--- config.mk ---
export PLATFORM = sky130hd
export DESIGN_NAME = dmni_brlite_mon_writer_flat
export DESIGN_NICKNAME = d
export VERILOG_FILES = /design/src/rtl/dmni_brlite_mon_writer_if.sv /design/src/rtl/dmni_brlite_mon_writer.sv /design/src/flat_wrapper.sv
export SDC_FILE = /design/constraint.sdc
export NUM_CORES = 1
export LEC_CHECK = 0
export BUFFER_PORTS_ARGS = -buffer_cell sky130_fd_sc_hd__buf_2
export CORE_UTILIZATION = 53
export DETAILED_ROUTE_END_ITERATION = 12
export PLACE_DENSITY = 0.76
export SLEW_MARGIN = 20
export SYNTH_ARGS = -nofsm -noshare
export SYNTH_HDL_FRONTEND = slang
export SYNTH_SLANG_ARGS = --single-unit
--- constraint.sdc ---
create_clock -name clk_i -period 5.02 [get_ports clk_i]
set_input_delay 1.004 -clock clk_i [delete_from_list [all_inputs] [get_ports clk_i]]
set_output_delay 1.004 -clock clk_i [all_outputs]
set_load 0.02 [all_outputs]
--- src/rtl/dmni_brlite_mon_writer_if.sv ---
// Monitor-sample, pointer-config and memory-write signals of the
// BrLite monitor writer; slave is the writer, master drives it.
interface dmni_brlite_mon_writer_if #(
  parameter int NSVC = 2
);
  localparam int SW = (NSVC > 1) ? $clog2(NSVC) : 1;

  logic          mon_valid_i;
  logic          mon_ready_o;
  logic [SW-1:0] mon_svc_i;
  logic [15:0]   mon_producer_i;
  logic [31:0]   mon_payload_i;
  logic          cfg_we_i;
  logic [SW-1:0] cfg_svc_i;
  logic [31:0]   cfg_ptr_i;
  logic          clear_i;
  logic          mem_req_o;
  logic          mem_gnt_i;
  logic [31:0]   mem_addr_o;
  logic [31:0]   mem_data_o;
  logic [15:0]   drop_cnt_o;
  logic          busy_o;

  modport slave (
    input  mon_valid_i, mon_svc_i,
    input  mon_producer_i, mon_payload_i,
    input  cfg_we_i, cfg_svc_i, cfg_ptr_i,
    input  clear_i, mem_gnt_i,
    output mon_ready_o, mem_req_o,
    output mem_addr_o, mem_data_o,
    output drop_cnt_o, busy_o
  );

  modport master (
    output mon_valid_i, mon_svc_i,
    output mon_producer_i, mon_payload_i,
    output cfg_we_i, cfg_svc_i, cfg_ptr_i,
    output clear_i, mem_gnt_i,
    input  mon_ready_o, mem_req_o,
    input  mem_addr_o, mem_data_o,
    input  drop_cnt_o, busy_o
  );
endinterface

--- src/rtl/dmni_brlite_mon_writer.sv ---
// BrLite monitor-sample writer: buffers samples, writes per-service tables.
// Optional DMNI_MON_COALESCE_EN merges samples of the same (svc, producer).
module dmni_brlite_mon_writer #(
  parameter int NSVC       = 2,
  parameter int FIFO_DEPTH = 4
) (
  input logic clk_i,
  input logic rst_i,
  dmni_brlite_mon_writer_if.slave bus
);

  localparam int SW = (NSVC > 1) ? $clog2(NSVC) : 1;
  localparam int AW = $clog2(FIFO_DEPTH);

  typedef enum logic {
    IDLE,
    REQ
  } state_t;

  state_t state_q, state_d;

  logic [31:0]   ptr_q  [NSVC];
  logic [SW-1:0] svc_q  [FIFO_DEPTH];
  logic [15:0]   prod_q [FIFO_DEPTH];
  logic [31:0]   pay_q  [FIFO_DEPTH];

  logic [AW-1:0] rd_q, wr_q;
  logic [AW:0]   cnt_q;
  logic [31:0]   addr_q, data_q;
  logic [15:0]   drop_q, drop_d;

  logic          empty, full;
  logic          svc_ok;
  logic          accept, push, upd, bad;
  logic          pop, load, pop_drop;
  logic [31:0]   h_ptr;
  logic          hit;
  logic [AW-1:0] hit_idx;
  logic [1:0]    inc;
  logic [16:0]   sum;

  assign empty  = (cnt_q == '0);
  assign full   = (cnt_q == (AW+1)'(FIFO_DEPTH));
  assign svc_ok = (32'(bus.mon_svc_i) < NSVC);

  assign bus.mon_ready_o = !rst_i && (!full || hit);

  assign accept = bus.mon_valid_i && bus.mon_ready_o;
  assign push   = accept && !bus.clear_i && svc_ok && !hit;
  assign upd    = accept && !bus.clear_i && hit;
  assign bad    = accept && !bus.clear_i && !svc_ok;

  always_comb begin
    h_ptr = '0;
    for (int i = 0; i < NSVC; i++) begin
      if (svc_q[rd_q] == SW'(i)) begin
        h_ptr = ptr_q[i];
      end
    end
  end

`ifdef DMNI_MON_COALESCE_EN
  logic [AW-1:0] off;

  // The head entry leaving this cycle is no longer a merge target
  always_comb begin
    hit     = 1'b0;
    hit_idx = '0;
    off     = '0;
    for (int i = 0; i < FIFO_DEPTH; i++) begin
      off = AW'(i) - rd_q;
      if (!hit && ({1'b0, off} < cnt_q) &&
          !(pop && off == '0) &&
          svc_q[i] == bus.mon_svc_i &&
          prod_q[i] == bus.mon_producer_i) begin
        hit     = 1'b1;
        hit_idx = AW'(i);
      end
    end
  end
`else
  assign hit     = 1'b0;
  assign hit_idx = '0;
`endif

  always_comb begin
    state_d  = state_q;
    pop      = 1'b0;
    load     = 1'b0;
    pop_drop = 1'b0;
    unique case (state_q)
      IDLE: begin
        if (!empty && !bus.clear_i) pop = 1'b1;
      end
      REQ: begin
        if (bus.mem_gnt_i) begin
          state_d = IDLE;
          if (!empty && !bus.clear_i) pop = 1'b1;
        end
      end
      default: state_d = IDLE;
    endcase
    if (pop) begin
      if (h_ptr == '0) begin
        pop_drop = 1'b1;
        state_d  = IDLE;
      end else begin
        load    = 1'b1;
        state_d = REQ;
      end
    end
  end

  assign inc    = 2'(bad) + 2'(pop_drop);
  assign sum    = 17'(drop_q) + 17'(inc);
  assign drop_d = sum[16] ? 16'hFFFF : sum[15:0];

  always_ff @(posedge clk_i or posedge rst_i) begin
    if (rst_i) begin
      state_q <= IDLE;
      rd_q    <= '0;
      wr_q    <= '0;
      cnt_q   <= '0;
      addr_q  <= '0;
      data_q  <= '0;
      drop_q  <= '0;
      for (int i = 0; i < NSVC; i++) begin
        ptr_q[i] <= '0;
      end
    end else begin
      state_q <= state_d;
      for (int i = 0; i < NSVC; i++) begin
        if (bus.cfg_we_i && bus.cfg_svc_i == SW'(i)) begin
          ptr_q[i] <= bus.cfg_ptr_i;
        end
      end
      if (bus.clear_i) begin
        rd_q   <= '0;
        wr_q   <= '0;
        cnt_q  <= '0;
        drop_q <= '0;
      end else begin
        if (push) wr_q <= wr_q + 1'b1;
        if (pop)  rd_q <= rd_q + 1'b1;
        cnt_q  <= cnt_q + (AW+1)'(push)
                        - (AW+1)'(pop);
        drop_q <= drop_d;
      end
      if (load) begin
        addr_q <= h_ptr +
                  {14'd0, prod_q[rd_q], 2'b00};
        data_q <= pay_q[rd_q];
      end
    end
  end

  // Entry storage needs no reset; occupancy is tracked by cnt_q
  always_ff @(posedge clk_i) begin
    if (push) begin
      svc_q[wr_q]  <= bus.mon_svc_i;
      prod_q[wr_q] <= bus.mon_producer_i;
      pay_q[wr_q]  <= bus.mon_payload_i;
    end
    if (upd) begin
      pay_q[hit_idx] <= bus.mon_payload_i;
    end
  end

  assign bus.mem_req_o  = (state_q == REQ);
  assign bus.mem_addr_o = addr_q;
  assign bus.mem_data_o = data_q;
  assign bus.drop_cnt_o = drop_q;
  assign bus.busy_o     = !empty || (state_q == REQ);

endmodule

--- src/flat_wrapper.sv ---
// flat-port wrapper written by rule: the top's interface ports become plain ports
module dmni_brlite_mon_writer_flat 
#(
  parameter int NSVC       = 2,
  parameter int FIFO_DEPTH = 4
)
  (clk_i, rst_i, bus_mon_valid_i, bus_mon_svc_i, bus_mon_producer_i, bus_mon_payload_i, bus_cfg_we_i, bus_cfg_svc_i, bus_cfg_ptr_i, bus_clear_i, bus_mem_gnt_i, bus_mon_ready_o, bus_mem_req_o, bus_mem_addr_o, bus_mem_data_o, bus_drop_cnt_o, bus_busy_o);
  dmni_brlite_mon_writer_if #(.NSVC(NSVC)) bus_i ();
  input logic clk_i;
  input logic rst_i;
  input wire logic [$bits(bus_i.mon_valid_i)-1:0] bus_mon_valid_i;
  input wire logic [$bits(bus_i.mon_svc_i)-1:0] bus_mon_svc_i;
  input wire logic [$bits(bus_i.mon_producer_i)-1:0] bus_mon_producer_i;
  input wire logic [$bits(bus_i.mon_payload_i)-1:0] bus_mon_payload_i;
  input wire logic [$bits(bus_i.cfg_we_i)-1:0] bus_cfg_we_i;
  input wire logic [$bits(bus_i.cfg_svc_i)-1:0] bus_cfg_svc_i;
  input wire logic [$bits(bus_i.cfg_ptr_i)-1:0] bus_cfg_ptr_i;
  input wire logic [$bits(bus_i.clear_i)-1:0] bus_clear_i;
  input wire logic [$bits(bus_i.mem_gnt_i)-1:0] bus_mem_gnt_i;
  output wire logic [$bits(bus_i.mon_ready_o)-1:0] bus_mon_ready_o;
  output wire logic [$bits(bus_i.mem_req_o)-1:0] bus_mem_req_o;
  output wire logic [$bits(bus_i.mem_addr_o)-1:0] bus_mem_addr_o;
  output wire logic [$bits(bus_i.mem_data_o)-1:0] bus_mem_data_o;
  output wire logic [$bits(bus_i.drop_cnt_o)-1:0] bus_drop_cnt_o;
  output wire logic [$bits(bus_i.busy_o)-1:0] bus_busy_o;
  assign bus_i.mon_valid_i = bus_mon_valid_i;
  assign bus_i.mon_svc_i = bus_mon_svc_i;
  assign bus_i.mon_producer_i = bus_mon_producer_i;
  assign bus_i.mon_payload_i = bus_mon_payload_i;
  assign bus_i.cfg_we_i = bus_cfg_we_i;
  assign bus_i.cfg_svc_i = bus_cfg_svc_i;
  assign bus_i.cfg_ptr_i = bus_cfg_ptr_i;
  assign bus_i.clear_i = bus_clear_i;
  assign bus_i.mem_gnt_i = bus_mem_gnt_i;
  assign bus_mon_ready_o = bus_i.mon_ready_o;
  assign bus_mem_req_o = bus_i.mem_req_o;
  assign bus_mem_addr_o = bus_i.mem_addr_o;
  assign bus_mem_data_o = bus_i.mem_data_o;
  assign bus_drop_cnt_o = bus_i.drop_cnt_o;
  assign bus_busy_o = bus_i.busy_o;
  dmni_brlite_mon_writer #(.NSVC(NSVC), .FIFO_DEPTH(FIFO_DEPTH)) u_core (.clk_i(clk_i), .rst_i(rst_i), .bus(bus_i));
endmodule
==> metrics.cfg, run 1 <==
[layout]
layout_common_cells=edfxtp_1, buf_2, dfrtp_1, mux2_2, mux4_2
stdcell_area_mm2=0.01713
syn_to_final_growth_pct=16.90
final_common_cell=edfxtp_1
final_util_pct=63.39
layout-drive-gt1-share_pct=37.76
layout.cells.non_filler=1470
nNetsFinal=1208
fillers=2028

[synthesis]
ys_seq_area_share_pct=66.11
synth_seq_cells=348
syn-mean-instance-area_um2=16.19
synth_area_leader_cell=edfxtp_1
synth_top_family_by_area=multiplexers
synth.distinct_cells=56
async_reset_ff_share_pct=43.68
synth_warnings=0
synth_xor_area_share_pct=2.211
synth_edf_count=196
syn-instance-count=905
netlist_area_mm2=0.01466
synth_top_area_share_pct=40.16
synthTopCellsByArea=edfxtp_1, dfrtp_1, mux2_2
yosys-mux-area-fraction_pct=17.56
synth_compound_area_share_pct=4.576
synth_ff_type=edfxtp_1
synth_fp_nets=1019
synthSimpleGateAreaFrac_pct=5.481
synthAdderAreaFrac_pct=2.322

[floorplanning]
core-area_mm2=0.02703
start_util_pct=54.23
ios=171
die_y_um=168.3
fp.dieW_um=168.3
die_area_mm2=0.02832
rows=60

[sta]
fin_setup_tns_ns=0
slew_viol_final=0
hold_viol_final=0
maxSlewHeadroom_pct=36.28
setup_violations=0
setup_ws_ns=0.5874
fmax_ghz=0.2256
clock_skew_ns=0.01595
tightest_slew_ns=0.9558
min_period_over_period_pct=88.30
whs_ns=0.4736
period_needed_ns=4.433
rsz0062_at_grt=false

[global_routing]
grt_max_degree=100
grt_first_pass_wirelength_um=47570
grt_pass1_vias=8662
antenna_found_initial=10
track_usage_pct=21.94
overflow=0

[routing]
post_drt_via_cell_ratio=5.754
vias=8458
wl_met1_um=12940
dr.pass1.iters=5
dr_wl_met2_um=14750
ant_nets=0
met3_length_um=2018
routed_wl_um=30420
post_drt_wl_per_cell_um=20.69
drt_iter0_drc=575
drc=0
top_layer=met5

[placed_design]
numPortBuffers=170
place_ws_ns=0.6355
place_inst=1396
gp_congestion=0.8354
dp_hpwl_um=20480
place_area_mm2=0.01590

[clocking]
htreeDepth=2
clk_pin_slew_ns=0.06
ctsResizeCount=0
cts_tree=done
clk_latency_ns=0.53
cts_setup_buffers=0
cts_buffer_depth=3
holdBufCountCts=0
root_buffer=clkbuf_16
cts_inserted_buffers=37
clock-sinks=348

[min_path]
hold_class=flip-flop to flip-flop

[pwr]
ir_drop_mv=0.3494
leakage_nw=6.712
power_density_mw_per_mm2=541.4
power_mw=9.275

[critical_path]
worstSetupEndpointType=flip-flop
worstSetupPathType=flip-flop to flip-flop
crit_path_start_kind=flip-flop
critPathMaxFanout=20
cp.required_ns=5.47
cp_data_arrival_time_ns=4.88

[job]
maxCapViolations=0

[status]
status=completed

## routing by layer
layer | vias to the layer above | global-route usage [%]
met2 | 261 | 35.72
met5 | - | 0
li1 | 3873 | -
met3 | 56 | 5.313
met1 | 4260 | 29.45
met4 | 8 | 6.561
## synthesized netlist by cell type (3+ instances only)
cell type	count
and2_1	5
buf_1	10
nor4_1	15
xor2_1	15
buf_4	4
nand3_1	17
buf_6	5
buf_2	3
nor3_1	12
ha_1	24
o21ai_0	29
mux2i_1	16
nor2_1	25
nand4_1	7
mux4_2	49
a21oi_1	30
xnor2_1	22
nand2_1	45
clkbuf_1	14
inv_1	13
nand4b_1	3
a211oi_1	4
mux2_2	115
a31oi_1	7
nor2b_1	4
o221ai_1	3
dfrtp_1	152
nand2b_1	4
o311ai_0	3
edfxtp_1	196
and3_1	11
a21o_1	9
## cell families (layout without fill, tap and decap cells)
family                     count (synthesis)  after routing
and+or+nand+nor                          156            156
other                                      0              6
xor gates and xnor gates                  37             37
AOI/OAI and AO/OA                        105            105
muxes                                    181            181
adders and majority gates                 26             26
buffers and inverters                     52            270
DFF                                      348            348
## final timing paths
kind | startpoint | end | slack (ns) | cells past startpoint
max reg2reg | u_core.rd_q[0] | u_core.bus.drop_cnt_o[4] | 0.59 | 14
min in group asynchronous | rst_i | u_core.cnt_q[2] | 0.66 | 2
min | u_core.bus.mem_addr_o[9] | u_core.bus.mem_addr_o[9] | 0.47 | 2
min reg2reg | u_core.bus.mem_addr_o[9] | u_core.bus.mem_addr_o[9] | 0.47 | 2
max | u_core.rd_q[0] | u_core.bus.drop_cnt_o[4] | 0.59 | 14
max in group asynchronous | rst_i | u_core.bus.mem_addr_o[9] | 3.38 | 3
## sequential cells by signal (all words and copies together), names as in the netlist
register               cells
u_core.rd_q                2
u_core.bus.mem_addr_o     32
u_core.bus.mem_req_o       1
u_core.pay_q             128
u_core.bus.drop_cnt_o     16
u_core.wr_q                2
u_core.ptr_q              64
u_core.svc_q               4
u_core.prod_q             64
u_core.cnt_q               3
u_core.bus.mem_data_o     32
## where the power goes
part	total, mW	switching, mW	leakage (nW)	internal [mW]
Sequential	3.69	0.257	3.62	3.44
Combinational	2.90	1.64	2.51	1.26
Clock	2.68	1.11	0.588	1.57
Total	9.28	3.01	6.71	6.26
## critical path: stages (launching register included)
cell	delay, ns
dfrtp_4	0.47
mux4_2	0.72
buf_4	0.37
inv_1	0.15
nor3_1	0.25
o21ai_2	0.16
nor3_1	0.26
ha_1	0.24
and3_1	0.23
nand2_1	0.10
nor2_1	0.25
and3_1	0.26
and3_1	0.31
nand2_1	0.33
a21oi_1	0.24
## cell type report
class                           instances  area, um2  area share [%]
Multi-Input combinational cell        505       4722           27.56
Sequential cell                       348       9694           56.58
Clock inverter                         15      183.9           1.074
Tap cell                              341      426.7           2.490
Inverter                               14      56.30          0.3286
Antenna cell                            6      15.01         0.08764
Timing Repair Buffer                  188      998.5           5.828
Clock buffer                           53       1036           6.047
No activity file was read; power rests on OpenSTA's default activity.
==> run 2: changes to the inputs <==
Settings changed: CORE_MARGIN set to 1.5.
==> metrics.cfg, run 2 (synthesis results as in run 1) <==
[critical_path]
path_buf_inv=0  ; -2
worstSetupEndpointType=flip-flop
path_cells=mux4_2 > mux2_2 > nor4b_4 > o21ai_2 > nor3_1 > ha_1 > and3_1 > nand2_1 > nor2_1 > and3_1 > and3_1 > nand2_1 > a21oi_1
r2r_cells=13  ; -1
cp_common_cell=and3_1
cpMaxStageDelayCell=mux4_2
critPathMaxFanout=15  ; -25%
cp.required_ns=5.46  ; about the same
crit_path_start_kind=flip-flop
critical_path.max_stage_delay_ns=0.76  ; +0.04 ns
critical-path-top-delay-family=simple AND/OR/NAND/NOR gates
worstSetupPathType=flip-flop to flip-flop
cp_num_cells=13  ; -1
cp_data_arrival_time_ns=4.82  ; -0.06 ns

[layout]
final_common_cell=edfxtp_1
nNetsFinal=1207  ; -0.083%
syn_to_final_growth_pct=16.06
largest_registers=u_core.pay_q x128, u_core.prod_q x64, u_core.ptr_q x64
final_util_pct=62.94  ; -0.46 points
layout_common_cells=edfxtp_1, buf_2, dfrtp_1, mux2_2, mux4_2
layout-drive-gt1-share_pct=37.38  ; -0.38 points
largest_reg_flops=128  ; unchanged
regMostFlops=u_core.pay_q
fillers=1990  ; -1.9%

[clocking]
htreeDepth=2  ; unchanged
ctsResizeCount=0  ; unchanged
holdBufCountCts=0  ; unchanged
cts_tree=done
clk_pin_slew_ns=0.06  ; about the same
clk_latency_ns=0.53  ; about the same
cts_inserted_buffers=36  ; -2.7%
clock-sinks=348  ; unchanged
root_buffer=clkbuf_16
cts_setup_buffers=0  ; unchanged
cts_buffer_depth=3  ; unchanged

[pwr]
intPower_mw=6.156  ; -1.7%
sequentialPowerShare_pct=40.6  ; +0.8 points
leakage_nw=6.669  ; -0.64%
ir_drop_mv=0.4117  ; +18%
power.switching_mw=2.981  ; -0.99%
combPwrFrac_pct=31.5  ; +0.2 points
clockPowerShare_pct=27.9  ; -1.0 points
p_sw_share_pct=32.62  ; +0.17 points
power_density_mw_per_mm2=537.2  ; -0.77%

[routing]
post_drt_via_cell_ratio=5.775  ; +0.37%
drt_iter0_drc=558  ; -3.0%
vias=8455  ; -0.035%
post_drt_wl_per_cell_um=20.77  ; +0.36%
dr.pass1.iters=5  ; unchanged
routed_wl_um=30400  ; about the same
drc=0  ; unchanged
ant_nets=0  ; unchanged

[sta]
period_needed_ns=4.376  ; -0.05682 ns
min_period_over_period_pct=87.17  ; -1.1 points
rsz0062_at_grt=false
setup_violations=0  ; unchanged
fmax_ghz=0.2285  ; +1.3%
fin_setup_tns_ns=0  ; unchanged
tightest_slew_ns=0.9601  ; +0.004287 ns
hold_viol_final=0  ; unchanged
maxSlewHeadroom_pct=36.00  ; -0.29 points
clock_skew_ns=0.01933  ; +0.003380 ns
slew_viol_final=0  ; unchanged

[floorplanning]
core-area_mm2=0.02703  ; unchanged
start_util_pct=54.23  ; unchanged
die_y_um=169.3  ; +0.59%
rows=60  ; unchanged
die_area_mm2=0.02866  ; +1.2%
ios=171  ; unchanged
fp.dieW_um=169.3  ; +0.59%

[status]
status=completed

[min_path]
holdPathStages=2  ; unchanged
hold_class=flip-flop to flip-flop

[placed_design]
gp_congestion=0.8117  ; -2.8%
numPortBuffers=170  ; unchanged
dp_hpwl_um=19960  ; -2.5%

[global_routing]
antenna_found_initial=6  ; -4
track_usage_pct=21.71  ; -0.23 points
overflow=0  ; unchanged
grt_max_degree=76  ; -24%
grt_pass1_vias=8654  ; -0.092%
grt_first_pass_wirelength_um=47850  ; +0.59%

[job]
maxCapViolations=0  ; unchanged

run 2: cell types whose count changed in the layout (fill, tap and decap cells not counted), moves of 2 or more:
cell	previous run	this run
clkbuf_1	11	14
clkbuf_8	5	1
clkinv_2	4	7
clkinvlp_4	3	1
diode_2	6	2
run 2: area by class of cell:
cell class | instances | area, um2 | area share, %
multi-input combinational | 505 | 4722 | 27.76
inverter | 14 | 56.30 | 0.3310
tap | 341 | 426.7 | 2.508
antenna | 2 | 5.005 | 0.02942
clock inverter | 15 | 151.4 | 0.8901
clock buffer | 51 | 967.2 | 5.686
timing repair buffer | 188 | 985.9 | 5.797
sequential | 348 | 9694 | 57.00
run 2: final timing paths:
path                                           startpoint                   endpoint  slack [ns]
worst min-delay path            u_core.bus.mem_addr_o[11]  u_core.bus.mem_addr_o[11]        0.47
min in group asynchronous                           rst_i   u_core.bus.drop_cnt_o[5]        0.56
max in group asynchronous                           rst_i  u_core.bus.mem_data_o[20]        3.44
worst min register to register  u_core.bus.mem_addr_o[11]  u_core.bus.mem_addr_o[11]        0.47
worst max register to register             u_core.rd_q[0]   u_core.bus.drop_cnt_o[4]        0.64
worst max-delay path                       u_core.rd_q[0]   u_core.bus.drop_cnt_o[4]        0.64
run 2: routing by layer:
layer	GRT usage (%)	part of all wire, %
met5	0	0.16
met3	4.501	5.9
met2	35.10	48
met4	6.503	2.2
met1	29.99	44
run 2: through the flow:
step	area (um2)	hold WS [ns]	setup slack [ns]	total power, mW	instances
finish	17010	0.4732	0.6442	9.137	1464
global route	17010	0.4938	0.2190	9.619	1464
floorplan	14660	0.4737	0.5053	5.826	905
global placement	15890	0.4570	0.7546	6.577	1396
CTS	17000	0.4794	0.6015	9.226	1462
detailed placement	15890	0.4661	0.6289	6.649	1396
run 2: power groups by stage:
stage	Clock, mW	Combinational (mW)	Sequential, mW
2_1_floorplan	0	1.83	4.00
3_3_place_gp	0	2.83	3.75
5_1_grt	2.70	3.16	3.76
6_report	2.55	2.88	3.71
4_1_cts	2.60	2.91	3.71
3_5_place_dp	0	2.89	3.76
run 2: worst reg2reg max path, stage by stage, from the launching register on:
cell and delay (ns):
dfrtp_4 0.54, mux4_2 0.76, mux2_2 0.40, nor4b_4 0.29
o21ai_2 0.15, nor3_1 0.26, ha_1 0.23, and3_1 0.21
nand2_1 0.10, nor2_1 0.24, and3_1 0.26, and3_1 0.30
nand2_1 0.32, a21oi_1 0.25
